### config.mk
export PLATFORM = sky130hd
export DESIGN_NAME = mux_nto1_rr_reg
export DESIGN_NICKNAME = d
export VERILOG_FILES = /design/src/rtl/mux_nto1_rr_reg_pkg.sv /design/src/rtl/mux_nto1_rr_reg_arb.sv /design/src/rtl/mux_nto1_rr_reg.sv
export SDC_FILE = /design/constraint.sdc
export NUM_CORES = 1
export LEC_CHECK = 0
export BUFFER_PORTS_ARGS = -buffer_cell sky130_fd_sc_hd__buf_2
export CAP_MARGIN = 20
export CORE_UTILIZATION = 44
export DETAILED_ROUTE_END_ITERATION = 16
export GPL_TIMING_DRIVEN = 0
export PLACE_DENSITY_LB_ADDON = 0.08
export SYNTH_ARGS = -nofsm -noshare
export SYNTH_HDL_FRONTEND = slang
export SYNTH_SLANG_ARGS = --single-unit
### constraint.sdc
create_clock -name clk -period 3.5 [get_ports clk]
set_input_delay 0.7 -clock clk [delete_from_list [all_inputs] [get_ports clk]]
set_output_delay 0.7 -clock clk [all_outputs]
set_load 0.005 [all_outputs]
### src/rtl/mux_nto1_rr_reg_pkg.sv
// Shared definitions for the registered N-to-1 multiplexer.
//   mux_mode_e : selection mode carried on the top-level 'mode' port
//   wrap_inc   : index increment modulo n, used for the round-robin pointer
package mux_nto1_rr_reg_pkg;

    typedef enum logic {
        MUX_MODE_FIXED = 1'b0,
        MUX_MODE_RR    = 1'b1
    } mux_mode_e;

    function automatic int unsigned wrap_inc(input int unsigned idx, input int unsigned n);
        return (idx + 1 >= n) ? 0 : idx + 1;
    endfunction

endpackage

### src/rtl/mux_nto1_rr_reg_arb.sv
// Combinational round-robin arbiter.
//   req       in   N     request vector
//   ptr       in   SELW  highest-priority index for this evaluation
//   gnt_idx   out  SELW  granted index (0 when gnt_valid=0)
//   gnt_valid out  1     at least one request present
module rr_arb_n #(
    parameter  int N    = 4,
    localparam int SELW = $clog2(N)
) (
    input  logic [N-1:0]    req,
    input  logic [SELW-1:0] ptr,
    output logic [SELW-1:0] gnt_idx,
    output logic            gnt_valid
);
    import mux_nto1_rr_reg_pkg::*;

    logic [N-1:0]   mask;
    logic [2*N-1:0] scan;

    // Lower half keeps only requests at or above ptr; upper half holds all
    // requests, so the first set bit of the doubled vector is the first
    // requester at or after ptr with wraparound.
    always_comb begin
        mask = '0;
        for (int unsigned i = 0; i < N; i++) begin
            mask[i] = (i >= 32'(ptr));
        end
        scan      = {req, req & mask};
        gnt_idx   = '0;
        gnt_valid = 1'b0;
        for (int unsigned j = 0; j < 2 * N; j++) begin
            if (!gnt_valid && scan[j]) begin
                gnt_valid = 1'b1;
                gnt_idx   = (j >= N) ? SELW'(j - N) : SELW'(j);
            end
        end
    end

endmodule

### src/rtl/mux_nto1_rr_reg.sv
// N-channel, W-bit registered multiplexer with valid/ready on every input and
// on the output. Fixed mode takes channel 'sel'; round-robin mode scans from
// rr_ptr for the first valid channel.
//   clk, rst_n   clock, asynchronous active-low reset
//   in_data      N*W   channel i data at [i*W +: W]
//   in_valid     N     channel i offers data
//   in_ready     N     channel i accepted this cycle (one-hot or zero)
//   mode         1     0 = fixed select, 1 = round-robin
//   sel          SELW  channel used in fixed mode
//   out_data     W     registered selected data
//   out_ch       SELW  channel that supplied out_data
//   out_valid    1     output slot holds a word
//   out_ready    1     downstream accepts the word
module mux_nto1_rr_reg #(
    parameter  int W    = 8,
    parameter  int N    = 4,
    localparam int SELW = $clog2(N)
) (
    input  logic              clk,
    input  logic              rst_n,
    input  logic [N*W-1:0]    in_data,
    input  logic [N-1:0]      in_valid,
    output logic [N-1:0]      in_ready,
    input  logic              mode,
    input  logic [SELW-1:0]   sel,
    output logic [W-1:0]      out_data,
    output logic [SELW-1:0]   out_ch,
    output logic              out_valid,
    input  logic              out_ready
);
    import mux_nto1_rr_reg_pkg::*;

    logic [W-1:0]    out_data_q, out_data_d;
    logic [SELW-1:0] out_ch_q,   out_ch_d;
    logic            out_valid_q, out_valid_d;
    logic [SELW-1:0] rr_ptr_q,   rr_ptr_d;

    logic [SELW-1:0] rr_idx;
    logic            rr_valid;
    logic            fix_valid;
    logic [SELW-1:0] grant;
    logic            grant_valid;
    logic            load_en;
    logic            accept;
    logic [W-1:0]    grant_data;

    rr_arb_n #(.N(N)) u_arb (
        .req       (in_valid),
        .ptr       (rr_ptr_q),
        .gnt_idx   (rr_idx),
        .gnt_valid (rr_valid)
    );

    always_comb begin
        load_en = !out_valid_q || out_ready;

        // Matching sel against every legal index means sel>=N simply finds
        // no channel, without an out-of-range bit select.
        fix_valid = 1'b0;
        for (int unsigned i = 0; i < N; i++) begin
            if (sel == SELW'(i)) begin
                fix_valid = in_valid[i];
            end
        end

        if (mux_mode_e'(mode) == MUX_MODE_RR) begin
            grant       = rr_idx;
            grant_valid = rr_valid;
        end else begin
            grant       = sel;
            grant_valid = fix_valid;
        end

        accept = load_en && grant_valid;

        grant_data = '0;
        for (int unsigned i = 0; i < N; i++) begin
            if (grant == SELW'(i)) begin
                grant_data = in_data[i*W +: W];
            end
        end
    end

    // Ready is additionally held low while reset is asserted so no producer
    // sees an accept that the held-in-reset registers would drop.
    always_comb begin
        in_ready = '0;
        for (int unsigned i = 0; i < N; i++) begin
            in_ready[i] = rst_n && accept && (grant == SELW'(i));
        end
    end

    always_comb begin
        out_data_d  = out_data_q;
        out_ch_d    = out_ch_q;
        out_valid_d = out_valid_q;
        rr_ptr_d    = rr_ptr_q;
        if (accept) begin
            out_data_d  = grant_data;
            out_ch_d    = grant;
            out_valid_d = 1'b1;
            if (mux_mode_e'(mode) == MUX_MODE_RR) begin
                rr_ptr_d = SELW'(wrap_inc(32'(grant), N));
            end
        end else if (load_en) begin
            out_valid_d = 1'b0;
        end
    end

    always_ff @(posedge clk or negedge rst_n) begin
        if (!rst_n) begin
            out_data_q  <= '0;
            out_ch_q    <= '0;
            out_valid_q <= 1'b0;
            rr_ptr_q    <= '0;
        end else begin
            out_data_q  <= out_data_d;
            out_ch_q    <= out_ch_d;
            out_valid_q <= out_valid_d;
            rr_ptr_q    <= rr_ptr_d;
        end
    end

    assign out_data  = out_data_q;
    assign out_ch    = out_ch_q;
    assign out_valid = out_valid_q;

endmodule

==> results.md, run 1 <==
- Outcome: complete, no violations
- Root Driver: clkbuf_4
- Drt wl/cell: roughly 13 um
- Hold buffers post-CTS: 0
- Largest area contributor in the netlist: dfrtp_1
- Avg Cell Area, Syn: 9.82 sq um
- Power share of the sequential group: between 30% and 40%
- Sw Ratio: 34.6%
- Synth warn: 0
- Worst Skew: 0.00699 ns
- Detail Route Antenna Nets: 0
- Reg2reg start: rr_ptr_q[0]
- Via count: 1016
- DIE WIDTH: approximately 51 um
- Crit. End Element: output port
- Initial core utilization: a little under half
- Slew Limit Fails: 0
- Largest net degree at the start of global routing: 18
- Clock share of power: a little over an eighth
- Max-cap violations: 0
- Row count: 17
- Final Setup Violations: 0
- CTS tree: yes
- DRT iter0 DRCs: 9
- Slowest cell on the critical path: o41ai_4
- N_diodes: 0
- Worst hold path class: in -> async
- Max VDD drop: around 330 uV
- Synth Register Bits: 13
- Initial antenna violation count: 0
- GRT met3 Usage: 5.76%
- Total leakage power: 0.728 nW
- Vias in the first global route: 948
- Clock Sink Count: 13
- Placed cell area: 1350 sq um
- Critical Path Max Stage Delay: 0.39 ns
- Gr usage total: approximately a fifth
- Core area: ~2200 sq um
- Proportion of layout cells with a drive suffix above 1: between 40% and 50%
- Worst endpoint data arrival time: approximately 2.6 ns
- Syn nets: about 150
- Max Root-Sink Buffers: 2
- Maximum clock frequency: about 0.3 GHz
- Synth top area cells: dfrtp_1 31%, mux2_4 8.7%, a221oi_1 5.9%
- Crit path cell chain: buf_2 -> nand2b_1 -> a21oi_1 -> o41ai_4 -> ha_1 -> buf_1 -> clkbuf_2 -> and3_1 -> buf_2
- P_sw: around 0.24 mW
- Drt total wl: 2.52 mm
- Clk Latency, worst-skew pair: about 0.27 ns
- Yosys top cell area share: a little under a third
- Combined area of the multi-input logic cells: between 600 and 700 sq um
- Cell Area, Synth: around 1000 sq um
- Asr flop ratio synth: 100%
- Nets: 212
- Port Buf Inserts: between 50 and 60
- PwrDens: between 400 and 500 nW/um^2
- Die Footprint: around 2600 sq um
- Fin crit period: ~3.3 ns
- Grt ovf: 0
- Rel. slew slack: 65.9%
- Crit Path Category: in -> out
- Die Ht: a little over 50 um
- Met2 usage: 34.4%
- GPL Wtd Cong: about 0.8
- Setup TNS: 0 ns
- Power share of the combinational group: between 50 and 60%
- Crit-path max FO: 10
- M1 GR Usage: ~25%
- Residual DRC: 0
- Number of synthesized flops with an enable pin: 0
- Crit-path most repeated cell: buf_2
- Global routing's busiest layer: met2
- Most used DFF post-synth: dfrtp_1
- Post-route cell area: 1390 sq um
- Num CTS Buffers: 3
- Fillers: between 150 and 200
- Worst-margin pin slew: 0.510 ns
- RSZ-0062 raised after global routing: false
- Worst r2r dst: out_data[2]
- Via/cell ratio: 5.26
- CP required: approximately 2.8 ns
- Reg2reg path depth: 9
- Hold Vio Cnt, Final: 0
- Register area share after synthesis: 31.3%
- First-pass GRT wire length: 3.93 mm
- Synth unique cells: 35
- Register Area: 325 sq um
- Pre-antenna DRT Iters: 5
- Setup slack, reg-to-reg: around 0.95 ns
- Clk slew on worst S/H paths: roughly 0.080 ns
- Hpwl dp: between 1.5 and 2 mm
- Startpoint Class: primary input
- Pint: 0.454 mW
- Fin crit share: about 94%
- H-tree depth: 1
- Syn Inst Count: between 100 and 150
- Top Ports: between 50 and 60
- Area Growth Syn to Fin: 33.5%
cell usage in the layout, fill, tap and decap left out, types with 2 or more instances in the layout:
| cell | netlist | layout |
|---|---|---|
| dfrtp_1 | 13 | 13 |
| a21o_1 | 3 | 3 |
| clkbuf_1 | 3 | 3 |
| a21oi_1 | 3 | 3 |
| buf_2 | 1 | 56 |
| and3_1 | 4 | 4 |
| clkbuf_4 | 0 | 3 |
| a221oi_1 | 7 | 7 |
| nor2b_1 | 9 | 9 |
| mux2_1 | 4 | 4 |
| nand2b_1 | 4 | 4 |
| mux2i_1 | 2 | 2 |
| ha_1 | 4 | 4 |
| nand2_1 | 10 | 10 |
| o31ai_1 | 7 | 7 |
| nor2_1 | 2 | 2 |
| mux2_4 | 6 | 6 |
| inv_1 | 6 | 6 |
state kept, by name (all words and copies together), names as in the netlist:
| signal | flops |
|---|---|
| out_ch | 2 |
| out_valid | 1 |
| out_data | 8 |
| rr_ptr_q | 2 |
metrics by stage:
step / std cells / utilization (%) / hold WS (ns) / setup slack [ns] / power (mW)
after floorplan: 106 / - / 0.404 / 0.531 / 0.473
after global placement: 189 / 61.1 / 0.464 / 0.0496 / 0.590
after detailed placement: 189 / 61.1 / 0.472 / -0.0120 / 0.601
after CTS: 193 / 62.3 / 0.317 / 0.127 / 0.698
after global routing: 193 / 62.8 / 0.336 / 0.0513 / 0.746
final: 193 / 62.8 / 0.320 / 0.227 / 0.694
how the worst max path moves through the flow:
stage                  endpoint         from  cells after the start  slack (ns)
floorplan           in_ready[3]         mode                      7        0.53
global placement    in_ready[3]  in_valid[1]                      9        0.05
detailed placement  in_ready[3]  in_valid[1]                      9       -0.01
CTS                 in_ready[3]  in_valid[1]                      9        0.13
global route        in_ready[3]  in_valid[1]                      9        0.05
finish              in_ready[3]  in_valid[1]                      9        0.23
Yosys cell counts (all sizes together) (2+ instances only):
library cell and instances:
ha 4, a221oi 7, a21o 3, inv 6, a21oi 3, mux2 11, nand2b 4, buf 4
nor2b 10, and3 4, nor2 3, dfrtp 13, nand2 10, mux2i 2, and2 2, clkbuf 3
o31ai 7
power groups by stage:
stage	clock (mW)	combinational [mW]	sequential, mW
finish	0.0910	0.358	0.245
global route	0.101	0.392	0.252
CTS	0.0975	0.355	0.245
detailed placement	0	0.353	0.248
global placement	0	0.345	0.245
floorplan	0	0.221	0.253
final cells by class:
| type | count | area share, % |
|---|---|---|
| plain buffers | 7 | 3.78 |
| clock buffers | 4 | 1.89 |
| inverters | 6 | 1.62 |
| multi-input cells | 80 | 47.0 |
| flip-flops and latches | 13 | 23.4 |
| well taps | 28 | 2.52 |
| repair buffers | 55 | 19.8 |
layer usage:
metal  vias to the layer above  routed length (um)
li1                        504                   -
met5                         -                   0
met4                         0                  16
met2                        39                1200
met3                         2                 161
met1                       471                1140
cell families after synthesis:
group | synth area share [%]
multiplexers | 16.0
buffers and inverters | 7.09
AO/OA/AOI/OAI | 22.5
AND/OR/NAND/NOR | 18.4
flip-flops | 31.2
adder cells (fa/ha/maj) | 4.81
repair_timing:
action | CTS | global route
buffers inserted | 0 | 0
gates resized for setup | 1 | 1
endpoints found under the setup margin | 1 | 1
worst max-delay path: cells and delay by family:
family	cells	cell delay (ns)
compound gates	2	0.51
fa+ha+maj	1	0.20
buf+inv	4	0.85
simple gates	2	0.31
Power figures use the tool's default switching activity.
==> inputs of run 2 (changes only) <==
--- a/config.mk
+++ b/config.mk
@@ -7,10 +7,11 @@
 export LEC_CHECK = 0
 export BUFFER_PORTS_ARGS = -buffer_cell sky130_fd_sc_hd__buf_2
 export CAP_MARGIN = 20
-export CORE_UTILIZATION = 44
+export CORE_UTILIZATION = 32
 export DETAILED_ROUTE_END_ITERATION = 16
 export GPL_TIMING_DRIVEN = 0
 export PLACE_DENSITY_LB_ADDON = 0.08
+export REMOVE_ABC_BUFFERS = 1
 export SYNTH_ARGS = -nofsm -noshare
 export SYNTH_HDL_FRONTEND = slang
 export SYNTH_SLANG_ARGS = --single-unit
==> constraint.sdc (replaced) <==
create_clock -name clk -period 4 [get_ports clk]
set_input_delay 0.8 -clock clk [delete_from_list [all_inputs] [get_ports clk]]
set_output_delay 0.8 -clock clk [all_outputs]
set_load 0.005 [all_outputs]
==> run 2 against run 1 <==
Net effect:
- routed wire length increased by 0.40%
- combinational power shrank 18%
- via count is 3.1% lower
- global-route usage shrank 4.4 points
- cell count rose by 5.2%
==> results.md, run 2 (synthesis gave the netlist of run 1 again) <==
- Outcome: complete, no violations (unchanged)
- Nets: 206 (was 212)
- Via/cell ratio: 4.85 (was 5.26)
- Worst setup margin: 0.620 ns (was 0.227 ns)
- Initial core utilization: 33.8% (was 47.1%)
- CTS tree: yes (unchanged)
- DRT iter0 DRCs: 40 (was 9)
- Max FFs per register: 8 (unchanged)
- Pint: 0.388 mW (was 0.454 mW)
- Clock Sink Count: 13 (unchanged)
- PwrDens: 437 nW/um^2 (was 499 nW/um^2)
- Die Ht: 59.0 um (was 50.6 um)
- Area Growth Syn to Fin: 29.8% (was 33.5%)
- Final Util: 43.9% (was 62.8%)
- Maximum clock frequency: approximately 0.3 GHz
- Worst-margin pin slew: 0.587 ns (was 0.510 ns)
- Root Driver: clkbuf_4 (unchanged)
- Max VDD drop: 287 uV (was 333 uV)
- Num CTS Buffers: 3 (unchanged)
- Hold buffers post-CTS: 0 (unchanged)
- Post-CTS sizing: 0 (was 1)
- Core area: 3080 sq um (was 2210 sq um)
- Top Ports: 57 (unchanged)
- Max-cap violations: 0 (unchanged)
- Dpl ws: 0.563 ns (was -0.0120 ns)
- Worst Skew: 0.00556 ns (was 0.00699 ns)
- Drt wl/cell: 12.5 um (was 13.1 um)
- Placed cell area: 1330 sq um (was 1350 sq um)
- Die Footprint: 3490 sq um (was 2560 sq um)
- Non-filler cells in the finished layout: 203 (was 193)
- H-tree depth: 1 (unchanged)
- Grt ovf: 0 (unchanged)
- Clk Latency, worst-skew pair: 0.27 ns (about the same)
- Clock share of power: 13.7% (was 13.1%)
- Hold WS: 0.424 ns (was 0.320 ns)
- Total leakage power: 0.702 nW (was 0.728 nW)
- Row count: 20 (was 17)
- Worst r2r dst: out_data[0] (was out_data[2])
- Hpwl dp: 1.93 mm (was 1.94 mm)
- Initial antenna violation count: 0 (unchanged)
- Hold Vio Cnt, Final: 0 (unchanged)
- N_diodes: 0 (unchanged)
- DIE WIDTH: 59.0 um (was 50.6 um)
- Vias in the first global route: 964 (was 948)
- CP required: 3.20 ns (was 2.80 ns)
- Crit Path Category: in -> out (unchanged)
- Sw Ratio: 34.3% (was 34.6%)
- P_sw: 0.203 mW (was 0.240 mW)
- Reg2reg path depth: 9 (unchanged)
- GPL Wtd Cong: 0.733 (was 0.810)
- Fin crit period: 3.38 ns
- Crit-path max FO: 17 (was 10)
- Fillers: 321 (was 199)
- Reg2reg start: rr_ptr_q[1] (was rr_ptr_q[0])
- Worst endpoint data arrival time: 2.58 ns (was 2.57 ns)
- Post-route cell area: 1350 sq um (was 1390 sq um)
- Commonest non-fill, non-tap cell in the layout: buf_2 (unchanged)
- Worst hold path class: in -> async (unchanged)
- Max Root-Sink Buffers: 2 (unchanged)
- Post-CTS Setup Bufs: 0 (unchanged)
- Port Buf Inserts: 56 (was 55)
- Detail Route Antenna Nets: 0 (unchanged)
- Residual DRC: 0 (unchanged)
- Rel. slew slack: 60.9% (was 65.9%)
- Via count: 984 (was 1016)
- RSZ-0062 raised after global routing: false (unchanged)
- Tot Pwr: 0.591 mW (was 0.694 mW)
- Setup TNS: 0 ns (unchanged)
- Gr usage total: 15.9% (was 20.3%)
- Power share of the combinational group: 49.9% (was 51.6%)
- Drt total wl: 2.53 mm (was 2.52 mm)
- Fin crit share: a little over four fifths
- Crit. End Element: output port (unchanged)
- Proportion of layout cells with a drive suffix above 1: 44.7% (was 44.8%)
- Largest net degree at the start of global routing: 18 (unchanged)
- Power share of the sequential group: 36.4% (was 35.3%)
- Pre-antenna DRT Iters: 4 (was 5)
- Setup slack, reg-to-reg: 1.41 ns (was 0.95 ns)
- Placed insts: 199 (was 189)
- Highest-count cells in the layout ignoring fill and taps: 56 x buf_2, 13 x dfrtp_1, 10 x nand2_1 (unchanged)
- Clk slew on worst S/H paths: 0.08 ns (about the same)
- Startpoint Class: primary input (unchanged)
- Slew Limit Fails: 0 (unchanged)
- Final Setup Violations: 0 (unchanged)
- First-pass GRT wire length: 4.23 mm (was 3.93 mm)
[run 2: cell types whose count changed in the layout (fill, tap and decap cells not counted)]
cell      delta
o41ai_4      -1
o41ai_2      +1
buf_6        -1
clkbuf_2     -1
buf_1        -1
buf_12       -1
clkbuf_1     -2
[run 2: metal layers]
metal  global-route usage, %  vias up  wire length [um]  share of wire (%)
li1                        -      490                 -                  -
met1                    20.6      461              1230                 48
met2                    27.6       33              1180                 47
met3                    4.59        0               121                4.8
met4                    1.02        0                 0                  0
met5                       0        -                 0                  0
[run 2: worst max path at each step]
stage	from	endpoint	slack, ns	cells past startpoint
floorplan	in_valid[1]	in_ready[3]	1.13	5
global placement	in_valid[1]	in_ready[3]	0.60	7
detailed placement	in_valid[1]	in_ready[3]	0.56	7
CTS	in_valid[1]	in_ready[3]	0.55	7
global route	in_valid[1]	in_ready[3]	0.40	7
finish	in_valid[1]	in_ready[3]	0.62	7
[run 2: critical path: stages]
cell and delay, ns:
buf_2 0.13, nand2b_1 0.15, a21oi_1 0.10, o41ai_2 0.44
ha_1 0.61, and3_1 0.24, buf_2 0.11
[run 2: area by class of cell]
type,instances,area [sq um],area share [%]
Timing Repair Buffer,56,280,20.7
Clock buffer,4,26.3,1.94
Sequential cell,13,325,24.1
Tap cell,44,55.1,4.07
Inverter,6,22.5,1.67
Multi-Input combinational cell,80,642,47.5
[run 2: power by group through the flow]
stage	sequential (mW)	combinational, mW	clock [mW]
finish	0.215	0.295	0.0810
global route	0.223	0.331	0.0899
CTS	0.215	0.302	0.0842
detailed placement	0.217	0.301	0
global placement	0.217	0.294	0
floorplan	0.221	0.183	0
==> inputs of run 3 (changes only) <==
==> constraint.sdc (replaced) <==
create_clock -name clk -period 3.1 [get_ports clk]
set_input_delay 0.62 -clock clk [delete_from_list [all_inputs] [get_ports clk]]
set_output_delay 0.62 -clock clk [all_outputs]
set_load 0.005 [all_outputs]
==> run 3 against run 2 <==
Net effect:
- hold slack lost 0.18 ns
- sequential power increased by 29%
- non-clock buffer count is the same
==> results.md, run 3 (synthesis gave the netlist of run 1 again) <==
- N_diodes: 0 (unchanged)
- Slew Limit Fails: 0 (unchanged)
- Largest net degree at the start of global routing: 18 (unchanged)
- Max FFs per register: 8 (unchanged)
- Initial core utilization: 33.8% (unchanged)
- Area Growth Syn to Fin: 30.3% (was 29.8%)
- Fin crit share: between 90 and 100%
- Hold Vio Cnt, Final: 0 (unchanged)
- Hold WS: 0.246 ns (was 0.424 ns)
- Maximum clock frequency: approximately 0.35 GHz
- Detail Route Antenna Nets: 0 (unchanged)
- Placed insts: 199 (unchanged)
- CTS tree: yes (unchanged)
- H-tree depth: 1 (unchanged)
- Setup slack, reg-to-reg: 0.51 ns (was 1.41 ns)
- Gr usage total: 15.9% (unchanged)
- Worst hold path class: in -> async (unchanged)
- Top Ports: 57 (unchanged)
- GPL Wtd Cong: 0.733 (unchanged)
- First-pass GRT wire length: 4.23 mm (unchanged)
- CP required: 2.48 ns (was 3.20 ns)
- Via/cell ratio: 4.79 (was 4.85)
- Row count: 20 (unchanged)
- Drt total wl: 2.52 mm (was 2.53 mm)
- Residual DRC: 0 (unchanged)
- DIE WIDTH: 59.0 um (unchanged)
- Final Util: 44.1% (was 43.9%)
- Startpoint Class: primary input (unchanged)
- RSZ-0062 raised after global routing: false (unchanged)
- Fin crit period: 2.88 ns
- Worst-margin pin slew: 0.589 ns (was 0.587 ns)
- Die Ht: 59.0 um (unchanged)
- Via count: 972 (was 984)
- Crit-path max FO: 11 (was 17)
- Hpwl dp: 1.93 mm (unchanged)
- Core area: 3080 sq um (unchanged)
- Total leakage power: 0.699 nW (was 0.702 nW)
- Highest-count cells in the layout ignoring fill and taps: 56 x buf_2, 13 x dfrtp_1, 10 x nand2_1 (unchanged)
- Crit Path Category: in -> out (unchanged)
- Clk slew on worst S/H paths: 0.08 ns (about the same)
- Max-cap violations: 0 (unchanged)
- Num CTS Buffers: 3 (unchanged)
- Non-filler cells in the finished layout: 203 (unchanged)
- Reg2reg path depth: 9 (unchanged)
- DRT iter0 DRCs: 23 (was 40)
- Drt wl/cell: 12.4 um (was 12.5 um)
- Clock Sink Count: 13 (unchanged)
- Max VDD drop: 369 uV (was 287 uV)
- Commonest non-fill, non-tap cell in the layout: buf_2 (unchanged)
- Fillers: 320 (was 321)
- Worst endpoint data arrival time: 2.26 ns (was 2.58 ns)
- Crit. End Element: output port (unchanged)
- Max Root-Sink Buffers: 2 (unchanged)
- Setup TNS: 0 ns (unchanged)
- Post-route cell area: 1360 sq um (was 1350 sq um)
- PwrDens: 563 nW/um^2 (was 437 nW/um^2)
- Clk Latency, worst-skew pair: 0.27 ns (about the same)
- Die Footprint: 3490 sq um (unchanged)
- Root Driver: clkbuf_4 (unchanged)
- Port Buf Inserts: 56 (unchanged)
- Rel. slew slack: 60.7% (was 60.9%)
- Initial antenna violation count: 0 (unchanged)
- Worst Skew: 0.00265 ns (was 0.00556 ns)
- Final Setup Violations: 0 (unchanged)
- Vias in the first global route: 964 (unchanged)
- Nets: 206 (unchanged)
- Grt ovf: 0 (unchanged)
- Pre-antenna DRT Iters: 4 (unchanged)
- Proportion of layout cells with a drive suffix above 1: 45.9% (was 44.7%)
- Placed cell area: 1330 sq um (unchanged)
- Outcome: complete, no violations (unchanged)
-- run 3: cell count changes in the layout (fill, tap and decap cells not counted) --
cell	delta
ha_2	+2
ha_1	-2
-- run 3: cell type report --
cell class | count | area (sq um) | share of cell area (%)
multi-input combinational | 80 | 647 | 47.7
sequential | 13 | 325 | 24.0
timing repair buffer | 56 | 280 | 20.7
tap | 44 | 55.1 | 4.06
clock buffer | 4 | 26.3 | 1.94
inverter | 6 | 22.5 | 1.66
-- run 3: final timing paths --
kind                             start     endpoint
min                              rst_n  out_data[4]
max in group asynchronous        rst_n  out_data[6]
max reg2reg                rr_ptr_q[1]  out_data[0]
min in group clk           out_data[2]  out_data[2]
max                        in_valid[1]  in_ready[1]
min reg2reg                out_data[2]  out_data[2]
-- run 3: per-stage QoR --
step                      worst slack [ns]  total power, mW
after floorplan                      0.586            0.521
after global placement              0.0576            0.659
after detailed placement            0.0225            0.668
after CTS                           0.0147            0.776
after global routing                0.0390            0.833
final                                0.222            0.763
-- run 3: routing by layer --
metal	up-vias	GRT usage, %	part of all wire, %
met2	30	27.6	47
met3	0	4.59	4.7
met5	-	0	0
li1	490	-	-
met4	0	1.02	0
met1	452	20.6	48
-- run 3: what timing repair did --
action                     4_1_cts  5_1_grt
resized for setup                0        2
setup buffers                    0        0
hold buffers                     0        0
setup endpoints to repair        0        2
-- run 3: critical path, cell delays in order --
cell	delay (ns)
buf_2	0.13
nand2b_1	0.15
a21oi_1	0.10
o41ai_2	0.45
ha_1	0.48
and3_1	0.22
buf_2	0.11
-- run 3: power by group --
group | switching [mW] | leakage (nW) | internal [mW]
clock network | 0.0532 | 0.0150 | 0.0498
logic | 0.170 | 0.528 | 0.213
registers | 0.0369 | 0.156 | 0.240
